### config.mk
export PLATFORM = sky130hd
export DESIGN_NAME = stim_gen_flat
export DESIGN_NICKNAME = d
export VERILOG_FILES = /design/src/rtl/stim_gen_if.sv /design/src/rtl/stim_gen.sv /design/src/flat_wrapper.sv
export SDC_FILE = /design/constraint.sdc
export NUM_CORES = 1
export LEC_CHECK = 0
export ABC_AREA = 1
export CAP_MARGIN = 15
export CORE_UTILIZATION = 40
export CTS_CLUSTER_DIAMETER = 80
export DETAILED_ROUTE_END_ITERATION = 8
export GPL_TIMING_DRIVEN = 0
export PLACE_DENSITY = 0.76
export SYNTH_ARGS = -nofsm -noshare
export SYNTH_HDL_FRONTEND = slang
export SYNTH_SLANG_ARGS = --single-unit
### constraint.sdc
create_clock -name clk -period 3.7 [get_ports clk]
set_input_delay 0.555 -clock clk [delete_from_list [all_inputs] [get_ports clk]]
set_output_delay 0.555 -clock clk [all_outputs]
set_load 0.02 [all_outputs]
### src/rtl/stim_gen_if.sv
// Stream bundle for the stimulus source: beat valid/ready handshake with payload and end-of-burst marker.
// Latency: none, this is wiring only.
// Backpressure: the slave drives out_ready; the master holds the beat until out_valid & out_ready.
interface stim_gen_if #(
   parameter int DATA_W = 8
) ();
   logic              out_valid;
   logic              out_ready;
   logic [DATA_W-1:0] out_data;
   logic              out_last;

   modport master (
      output out_valid,
      output out_data,
      output out_last,
      input  out_ready
   );

   modport slave (
      input  out_valid,
      input  out_data,
      input  out_last,
      output out_ready
   );
endinterface

### src/rtl/stim_gen.sv
// Burst stimulus source: emits len beats of incrementing or Galois-LFSR data with optional idle gaps.
// Latency: first beat is valid in the cycle after the start edge; done pulses the cycle after the last handshake.
// Backpressure: out_ready low stalls the burst; data and last stay stable and valid is never withdrawn.
module stim_gen #(
   parameter int              DATA_W = 8,
   parameter int              CNT_W  = 16,
   parameter int              GAP_W  = 4,
   parameter logic [DATA_W-1:0] TAPS = 8'hB8
) (
   input  logic              clk,
   input  logic              rst,
   input  logic              start,
   input  logic              mode,
   input  logic [CNT_W-1:0]  len,
   input  logic [GAP_W-1:0]  gap,
   input  logic [DATA_W-1:0] seed,
   stim_gen_if.master        strm,
   output logic              busy,
   output logic              done,
   output logic [CNT_W-1:0]  beat_cnt
);

   typedef enum logic [1:0] {
      S_IDLE = 2'd0,
      S_SEND = 2'd1,
      S_GAP  = 2'd2,
      S_FIN  = 2'd3
   } state_t;

   state_t            state_q;
   state_t            state_nxt;

   // Configuration captured at start so later input changes cannot disturb a running burst.
   logic              mode_q;
   logic [CNT_W-1:0]  len_q;
   logic [GAP_W-1:0]  gap_q;

   logic [GAP_W-1:0]  gap_cnt;
   logic [DATA_W-1:0] data_q;

   logic              hs;
   logic              last_beat;
   logic              gap_en;
   logic [DATA_W-1:0] seed_eff;
   logic [DATA_W-1:0] data_nxt;

   assign hs        = strm.out_valid & strm.out_ready;
   assign last_beat = (beat_cnt == (len_q - CNT_W'(1)));
   assign gap_en    = (gap_q != '0);

   // An all-zero LFSR state never leaves zero, so a zero seed in LFSR mode is replaced by 1.
   assign seed_eff  = (mode && (seed == '0)) ? DATA_W'(1) : seed;

   // Successor payload: plain wrap-around increment, or one right-shift step of the Galois LFSR.
   assign data_nxt  = mode_q ? ((data_q >> 1) ^ (data_q[0] ? TAPS : '0))
                             : (data_q + DATA_W'(1));

   // State register; reset abandons any burst in flight without passing through FIN.
   always_ff @(posedge clk) begin
      if (rst) begin
         state_q <= S_IDLE;
      end else begin
         state_q <= state_nxt;
      end
   end

   // Next-state decode; start is only looked at in IDLE, so start during a burst or in FIN is ignored.
   always_comb begin
      state_nxt = state_q;
      case (state_q)
         S_IDLE: begin
            if (start) begin
               state_nxt = (len == '0) ? S_FIN : S_SEND;
            end
         end
         S_SEND: begin
            if (hs) begin
               if (last_beat) begin
                  state_nxt = S_FIN;
               end else if (gap_en) begin
                  state_nxt = S_GAP;
               end else begin
                  state_nxt = S_SEND;
               end
            end
         end
         S_GAP: begin
            // Counter is loaded with gap and leaves on 1, giving exactly gap idle cycles.
            if (gap_cnt == GAP_W'(1)) begin
               state_nxt = S_SEND;
            end
         end
         S_FIN: begin
            state_nxt = S_IDLE;
         end
         default: begin
            state_nxt = S_IDLE;
         end
      endcase
   end

   // Outputs decoded from state; FIN is a single cycle, so done is a one-cycle pulse with busy already low.
   always_comb begin
      strm.out_valid = 1'b0;
      strm.out_last  = 1'b0;
      busy           = 1'b0;
      done           = 1'b0;
      case (state_q)
         S_SEND: begin
            strm.out_valid = 1'b1;
            strm.out_last  = last_beat;
            busy           = 1'b1;
         end
         S_GAP: begin
            busy           = 1'b1;
         end
         S_FIN: begin
            done           = 1'b1;
         end
         default: begin
            busy           = 1'b0;
         end
      endcase
   end

   assign strm.out_data = data_q;

   // Datapath: capture config at start, advance payload and beat count on each accepted beat, run the gap timer.
   always_ff @(posedge clk) begin
      if (rst) begin
         mode_q   <= 1'b0;
         len_q    <= '0;
         gap_q    <= '0;
         gap_cnt  <= '0;
         data_q   <= '0;
         beat_cnt <= '0;
      end else begin
         case (state_q)
            S_IDLE: begin
               if (start) begin
                  mode_q   <= mode;
                  len_q    <= len;
                  gap_q    <= gap;
                  data_q   <= seed_eff;
                  beat_cnt <= '0;
               end
            end
            S_SEND: begin
               if (hs) begin
                  beat_cnt <= beat_cnt + CNT_W'(1);
                  data_q   <= data_nxt;
                  if (!last_beat && gap_en) begin
                     gap_cnt <= gap_q;
                  end
               end
            end
            S_GAP: begin
               gap_cnt <= gap_cnt - GAP_W'(1);
            end
            default: begin
               gap_cnt <= gap_cnt;
            end
         endcase
      end
   end

endmodule

### src/flat_wrapper.sv
// flat-port wrapper written by rule: the top's interface ports become plain ports
module stim_gen_flat 
#(
   parameter int              DATA_W = 8,
   parameter int              CNT_W  = 16,
   parameter int              GAP_W  = 4,
   parameter logic [DATA_W-1:0] TAPS = 8'hB8
)
  (clk, rst, start, mode, len, gap, seed, busy, done, beat_cnt, strm_out_valid, strm_out_data, strm_out_last, strm_out_ready);
  stim_gen_if #(.DATA_W(DATA_W)) strm_i ();
  input  logic clk;
  input  logic rst;
  input  logic start;
  input  logic mode;
  input  logic [CNT_W-1:0] len;
  input  logic [GAP_W-1:0] gap;
  input  logic [DATA_W-1:0] seed;
  output logic busy;
  output logic done;
  output logic [CNT_W-1:0] beat_cnt;
  output wire logic [$bits(strm_i.out_valid)-1:0] strm_out_valid;
  output wire logic [$bits(strm_i.out_data)-1:0] strm_out_data;
  output wire logic [$bits(strm_i.out_last)-1:0] strm_out_last;
  input wire logic [$bits(strm_i.out_ready)-1:0] strm_out_ready;
  assign strm_out_valid = strm_i.out_valid;
  assign strm_out_data = strm_i.out_data;
  assign strm_out_last = strm_i.out_last;
  assign strm_i.out_ready = strm_out_ready;
  stim_gen #(.DATA_W(DATA_W), .CNT_W(CNT_W), .GAP_W(GAP_W), .TAPS(TAPS)) u_core (.clk(clk), .rst(rst), .start(start), .mode(mode), .len(len), .gap(gap), .seed(seed), .strm(strm_i), .busy(busy), .done(done), .beat_cnt(beat_cnt));
endmodule
==> reports/metrics.yaml <==
outcome:
  outcome: "finished clean"
timing:
  tns_ns: 0
  setup_violations: 0
  fmax_mhz: 290.1
  setup_ws_ns: 0.2530
  drv_slew: 0
  tightest_slew_ns: 0.5003
  slew_headroom_pct: 66.65
  hold_violations: 0
  finClkSkew_ns: 0.01014
  finalCriticalPeriod_ns: 3.447
  finalCritPeriodShare_pct: 93.16
  rsz0062_at_grt: "no"
die:
  row_count: 31
  dieHeight_um: 90.73
  core-area_um2: 7447
  num_io_pins: 61
  initial_utilization_pct: 42.29
  dieArea_um2: 8232
  die_w_um: 90.73
worst_setup_path:
  cp_data_required_time_ns: 3.14
  crit_type: "flop to primary output"
  critical_path.cell_chain: "inv_1 -> ha_1 -> nand2_1 -> nor2_1 -> nand2_1 -> o21bai_1 -> nand2_1 -> nor2_1 -> nand2_1 -> nor2_1 -> nand3_1 -> inv_1 -> clkdlybuf4s50_1"
  cpMostUsedCell: "nand2_1"
  cp-end-kind: "primary output"
  crit_fanout: 5
  critPathTopFamily: "simple AND/OR/NAND/NOR gates"
  crit_slowest_cell: "clkdlybuf4s50_1"
  cp-start-kind: "flop"
  critPathMaxStageDelay_ns: 0.61
  worstPathArrival_ns: 2.89
  path_buf_inv: 3
cells_and_area:
  post-route-cell-area_um2: 3955
  antenna_cells: 0
  drive_gt1_share_pct: 4.753
  layout_common_cells: "nand2_1, nor2_1, clkdlybuf4s50_1, inv_1, dfxtp_1"
  fillers: 760
  final_common_cell: "nand2_1"
  areaGrowthSynthToFinish_pct: 25.59
  layout.nets: 589
clock_tree:
  cts_sinks: 51
  ctsLongestPathBuffers: 2
  postCtsSetupBuffers: 0
  cts.repair.resized: 0
  cts-buffers-inserted: 5
  insertion_delay_ns: 0.31
  clkSlewWorstSetupHoldPaths_ns: 0.10
  root_buffer: "clkbuf_8"
  cts_tree: "yes"
  postCtsHoldBufs: 0
  cts.htree.levels: 2
place:
  preCtsSetupSlack_ns: 0.6969
  gp_congestion: 0.8904
  place_area_um2: 3864
  portBuffers: 59
  hpwlAfterDp_mm: 6.308
grt:
  grt_overflow: 0
  grt_usage_pct: 20.21
  grt_pass1_vias: 3137
  grt_pass1_wl_mm: 13.65
  grt_max_degree: 16
  antenna_found_initial: 0
pwr:
  vdd_ir_drop_max_mv: 0.3356
  power.density_nw_per_um2: 650.2
  p_leak_nw: 1.665
yosys:
  synth_seq_cells: 51
  synth_cell_types: 36
  synth_cells: 481
  synthArstFlopShare_pct: 0
  synth_fp_nets: 523
  syn_area_um2: 3149
  ys_seq_area_share_pct: 32.42
  syn_area_per_cell_um2: 6.547
  synth_edf_count: 0
  ys_warn_count: 0
  yosys_most_used_dff: "dfxtp_1"
routing:
  ant_nets: 0
  drc: 0
  routed_via_density: 5.156
  vias: 3331
  dr.pass1.iters: 4
  wl_mm: 8.106
  drt_iter0_drc: 138
  wl_per_cell_um: 12.55
worst_hold_path:
  hold_class: "flop to flop"
flow_run:
  drv_cap: 0
[worst min-delay path, cell delays in order (launching register included)]
cell and delay, ns:
dfxtp_1 0.33, inv_1 0.07, a21oi_1 0.06
[cell families (layout without fill, tap and decap cells)]
group | count (synthesis) | after routing | synth area share [%]
and+or+nand+nor | 222 | 222 | 30.87
AOI/OAI and AO/OA | 105 | 105 | 18.40
buffers and inverters | 74 | 140 | 9.178
DFF | 51 | 51 | 32.42
xor gates and xnor gates | 20 | 20 | 5.562
adders and majority gates | 9 | 9 | 3.576
[power breakdown]
part	leakage, nW	switching [mW]	internal [mW]
combinational	1.20	0.845	0.534
sequential	0.419	0.153	0.688
clock	0.0477	0.200	0.151
total	1.67	1.20	1.37
[synthesized netlist by cell type, types with 8 or more instances]
cell type  instances  area share [%]
o21ai_0           46             7.3
xor2_1            15             4.2
nor2_2             8             1.6
inv_1             58             6.9
dfxtp_1           51              32
nor2_1            62             7.4
clkbuf_1          11             1.3
a21oi_1           41             6.5
ha_1               9             3.6
nand3_1           23             3.7
nand2_1          100              12
[through the flow]
stage                     total power [mW]  cells  util, %  hold WS (ns)
after CTS                            2.567    646    53.11        0.4914
final                                2.572    646    53.11        0.4931
after global placement               2.183    639    51.88        0.4710
after detailed placement             2.216    639    51.88        0.4765
after floorplan                      1.815    481        -        0.4479
after global routing                 2.786    646    53.11        0.5322
[worst paths after layout]
kind	from	to	slack, ns	cells past startpoint
worst max-delay path	u_core.len_q[0]	strm_out_last	0.25	13
worst min register to register	u_core.len_q[1]	u_core.len_q[1]	0.49	2
worst max register to register	u_core.state_q[1]	u_core.beat_cnt[14]	1.23	14
worst min-delay path	u_core.len_q[1]	u_core.len_q[1]	0.49	2
[routing by layer]
| layer | part of all wire, % | global-route usage, % | vias up |
|---|---|---|---|
| met5 | 0 | 0 | - |
| met4 | 1.4 | 6.855 | 0 |
| met3 | 5.2 | 3.788 | 10 |
| met2 | 46 | 34.41 | 105 |
| met1 | 47 | 25.40 | 1509 |
| li1 | - | - | 1707 |
[flip-flops by register name (all words and copies together) (netlist names)]
| signal | cells |
|---|---|
| u_core.beat_cnt | 16 |
| u_core.mode_q | 1 |
| u_core.strm.out_data | 8 |
| u_core.len_q | 16 |
| u_core.gap_q | 4 |
| u_core.state_q | 2 |
| u_core.gap_cnt | 4 |
[final cells by class]
class / count / area (um^2) / area share, %
clock buffer: 6 / 82.58 / 2.088
inverter: 61 / 229.0 / 5.789
tap: 99 / 123.9 / 3.132
clock inverter: 1 / 8.758 / 0.2214
timing repair buffer: 59 / 590.6 / 14.93
sequential: 51 / 1021 / 25.81
multi-input combinational: 356 / 1839 / 46.50
buffer: 13 / 60.06 / 1.519
Note: power is estimated with default switching activity, not from simulation.
